`config.mk`:
```
export PLATFORM = sky130hd
export DESIGN_NAME = alu_operand_stage
export DESIGN_NICKNAME = d
export VERILOG_FILES = /design/src/rtl/alu_operand_stage.sv
export SDC_FILE = /design/constraint.sdc
export NUM_CORES = 2
export LEC_CHECK = 0
export BUFFER_PORTS_ARGS = -buffer_cell sky130_fd_sc_hd__buf_4
export CAP_MARGIN = 10
export CORE_MARGIN = 3
export CORE_UTILIZATION = 30
export CTS_CLUSTER_DIAMETER = 80
export DETAILED_ROUTE_END_ITERATION = 8
export PLACE_DENSITY_LB_ADDON = 0.05
export SYNTH_ARGS = -nofsm -noshare
export SYNTH_HDL_FRONTEND = slang
export SYNTH_SLANG_ARGS = --single-unit
```
`constraint.sdc`:
```
create_clock -name clk -period 29.5 [get_ports clk]
set_input_delay 1.475 -clock clk [delete_from_list [all_inputs] [get_ports clk]]
set_output_delay 1.475 -clock clk [all_outputs]
set_load 0.05 [all_outputs]
```
`src/rtl/alu_operand_stage.sv`:
```
// Decode/operand stage ahead of the ALU: register file, operand select,
// and a single-entry valid/ready output buffer.
module alu_operand_stage #(
  parameter int WIDTH = 32,
  parameter int NREG  = 32,
  localparam int AW   = $clog2(NREG)
) (
  input  logic             clk,
  input  logic             rst,
  input  logic             in_valid,
  output logic             in_ready,
  input  logic [AW-1:0]    in_rs1,
  input  logic [AW-1:0]    in_rs2,
  input  logic [WIDTH-1:0] in_imm,
  input  logic             in_use_imm,
  input  logic [2:0]       in_op,
  input  logic [AW-1:0]    in_rd,
  input  logic             flush,
  input  logic             wb_en,
  input  logic [AW-1:0]    wb_addr,
  input  logic [WIDTH-1:0] wb_data,
  output logic             out_valid,
  input  logic             out_ready,
  output logic [WIDTH-1:0] out_a,
  output logic [WIDTH-1:0] out_b,
  output logic [2:0]       out_op,
  output logic [AW-1:0]    out_rd
);

  logic [WIDTH-1:0] rf [NREG];
  logic [WIDTH-1:0] op_a;
  logic [WIDTH-1:0] reg_b;
  logic [WIDTH-1:0] op_b;
  logic             accept;
  logic             wb_hit;

  assign wb_hit = wb_en && (wb_addr != '0);

  always_ff @(posedge clk or posedge rst) begin
    if (rst) begin
      for (int i = 0; i < NREG; i++) rf[i] <= '0;
    end else if (wb_hit) begin
      rf[wb_addr] <= wb_data;
    end
  end

  // Same-cycle write-back wins over the stale array value.
  always_comb begin
    op_a = rf[in_rs1];
    if (in_rs1 == '0)
      op_a = '0;
    else if (wb_hit && wb_addr == in_rs1)
      op_a = wb_data;
    reg_b = rf[in_rs2];
    if (in_rs2 == '0)
      reg_b = '0;
    else if (wb_hit && wb_addr == in_rs2)
      reg_b = wb_data;
    op_b = in_use_imm ? in_imm : reg_b;
  end

  assign in_ready = !flush && (!out_valid || out_ready);
  assign accept   = in_valid && in_ready;

  always_ff @(posedge clk or posedge rst) begin
    if (rst) begin
      out_valid <= 1'b0;
      out_a     <= '0;
      out_b     <= '0;
      out_op    <= 3'b000;
      out_rd    <= '0;
    end else begin
      priority case (1'b1)
        flush: out_valid <= 1'b0;
        accept: begin
          out_valid <= 1'b1;
          out_a     <= op_a;
          out_b     <= op_b;
          out_op    <= in_op;
          out_rd    <= in_rd;
        end
        out_ready: out_valid <= 1'b0;
        default: ;
      endcase
    end
  end

endmodule

```
==> results_dict.tcl <==
set metrics [dict create \
    run_status "finished clean" \
    clock.fmax_mhz 175 \
    dp.cells 6223 \
    cts_tree "yes" \
    io_buffers 167 \
    yosysWarnings 0 \
    drive_gt1_frac 0.536 \
    post-route-period-util 0.194 \
    initial_utilization 0.303 \
    wl_um 213000 \
    crit_chain "buf_4 > clkinvlp_4 > buf_4 > buf_4 > buf_4 > buf_4 > buf_4 > buf_4" \
    place_area_mm2 0.0613 \
    synth_ff_type "dfrtp_1" \
    synth_commonest_cells "1104 x mux2_2, 1097 x dfrtp_1, 479 x mux4_2" \
    postCtsHoldBufs 0 \
    synthTopCellsByArea "dfrtp_1 47%, mux2_2 21%, mux4_2 19%" \
    drv_cap 0 \
    hold_viol 0 \
    grt_pass1_vias 38200 \
    yosysMostFrequentCell "mux2_2" \
    slowest_stage "buf_4" \
    cts.repair.resized 0 \
    drtIter0Drc 2113 \
    ir_drop_mv 0.0402 \
    crit_arrival_ns 6.49 \
    timing.critical_path.mode_cell "buf_4" \
    avgSynthCellArea_um2 14.8 \
    worst_setup_path_start_kind "primary input" \
    netlist_area_mm2 0.0578 \
    syn_nets 4007 \
    synth_edf_count 0 \
    finalSetupViolCount 0 \
    endpoint_kind "asynchronous set/reset pin" \
    core_mm2 0.191 \
    layout_min_cycle_time_ns 5.72 \
    drt_pass1_iterations 5 \
    seq_area_frac_synth 0.475 \
    worst_slew_pin_slew_ns 1.20 \
    p_per_area_mw_per_mm2 71.6 \
    slowest_delay_ns 0.81 \
    final_area_mm2 0.0659 \
    grt_overflow 0 \
    multiInputGateArea_mm2 0.0287 \
    seq_area_mm2 0.0275 \
    grt_pass1_wl_um 305000 \
    finClkSkew_ns 0.0223 \
    drc 0 \
    area_growth_pct 14.0 \
    ys_ff_latch 1097 \
    stdcell_count 6475 \
    die_width_um 445 \
    root_buffer "clkbuf_16" \
    hp-class "register to register" \
    rsz0062_at_grt "false" \
    p_leak_uw 0.0281 \
    finalWeightedCongestion 0.696 \
    vias 35800 \
    fin_nets 3951 \
    clock_path_buffers 3 \
    synthArstFlopShare 1.00 \
    path_clk_slew_ns 0.05 \
    drv_slew 0 \
    cp_max_fo 67 \
    antenna_found_initial 8 \
    synthCells 3913 \
    wl_per_cell_um 32.9 \
    cp.required_ns 30.27 \
    fillers 18400 \
    critPathKind "primary input to asynchronous set/reset pin" \
    setup_tns_ns 0 \
    die_area_mm2 0.198 \
    cts.sinks 1097 \
    grt_max_degree 144 \
    cts_buffers 143 \
    vias_per_cell 5.53 \
    path_buf_inv 8 \
    synth.distinct_cells 45 \
    dp_hpwl_um 120000 \
    slew_headroom 0.194 \
    postRouteAntennaNets 0 \
    htree_levels 4 \
    pin_count 168 \
    grtUsageTotal 0.215 \
    yosys.area.top_type_share 0.475 \
    num_rows 160 \
    path_delay_family "buffers and inverters" \
    synth_top_cell_by_area "dfrtp_1" \
    cts_setup_buffers 0 \
    clk_latency_ns 0.79 \
    die_h_um 445 \
]
==> layout make-up <==
class / instances / area share
timing repair buffer: 249 / 0.0300
sequential: 1097 / 0.416
clock inverter: 26 / 0.00355
clock buffer: 222 / 0.0662
multi-input combinational: 2361 / 0.436
antenna: 4 / 0.000152
tap: 2511 / 0.0477
inverter: 5 / 0.000342
==> through the flow <==
| step | hold WS (ns) | setup WS [ns] | utilization | power (uW) |
|---|---|---|---|---|
| final | 0.389 | 23.78 | 0.346 | 4720 |
| after global routing | 0.404 | 22.97 | 0.346 | 4960 |
| after CTS | 0.396 | 23.49 | 0.345 | 4800 |
| after detailed placement | 0.383 | 22.65 | 0.321 | 3020 |
| after global placement | 0.377 | 22.60 | 0.321 | 3010 |
| after floorplan | 0.441 | 12.89 | - | 2730 |
==> logic make-up (layout without fill, tap and decap cells) <==
logic type | count (synthesis) | after routing | share of synthesized area
AOI/OAI and AO/OA | 357 | 357 | 0.0437
xor gates and xnor gates | 10 | 10 | 0.00151
buffers and inverters | 455 | 502 | 0.0338
DFF | 1097 | 1097 | 0.475
muxes | 1729 | 1729 | 0.427
other | 0 | 4 | 0
and+or+nand+nor | 265 | 265 | 0.0191
==> worst reg2reg max path: stages, from the launching register on <==
cell and delay, ns:
dfrtp_1 0.37, nor2b_1 0.17, nor2_1 0.25, nand2_4 0.27, buf_4 0.42, a221oi_1 0.96
a31oi_1 0.19
==> layout by cell type (no fill, tap or decap), drive strengths merged, types with 7 or more instances in the layout <==
cell	count
a21oi	67
a221oi	32
a22oi	64
a31oi	31
buf	249
clkbuf	222
clkinv	16
dfrtp	1097
inv	10
mux2	1119
mux2i	131
mux4	479
nand2	107
nor2	116
nor3	7
o21ai	63
o221ai	32
o22ai	63
==> where the power goes <==
group / internal (uW) / switching [uW] / leakage [uW] / total, uW
Combinational: 547 / 434 / 0.0118 / 981
Sequential: 1790 / 211 / 0.0140 / 2010
Clock: 1040 / 700 / 0.00227 / 1740
Total: 3380 / 1350 / 0.0281 / 4720
==> layer usage <==
| metal | vias to the layer above | wire length (um) | global-route usage |
|---|---|---|---|
| met4 | 0 | 4490 | 0.0554 |
| met2 | 664 | 106000 | 0.365 |
| met1 | 20000 | 96100 | 0.291 |
| met3 | 238 | 6370 | 0.0259 |
| li1 | 14900 | - | - |
| met5 | - | 0 | 0 |
==> flip-flops by register name (all words and copies together) (netlist names) <==
signal / cells
rf: 1024
out_a: 32
out_b: 32
out_rd: 5
out_op: 3
out_valid: 1
==> path summary, 6_finish.rpt <==
| check | endpoint | start | depth (start not counted) | slack (ns) |
|---|---|---|---|---|
| max | rf[84] | rst | 8 | 23.78 |
| min | rf[1004] | rf[1004] | 0 | 0.39 |
| max reg2reg | out_b[26] | out_valid | 6 | 26.70 |
| min reg2reg | rf[1004] | rf[1004] | 0 | 0.39 |
| max in group clk | out_a[6] | in_rs1[0] | 8 | 24.57 |
| min in group asynchronous | rf[996] | rst | 2 | 0.76 |
No activity file was read; power rests on OpenSTA's default activity.
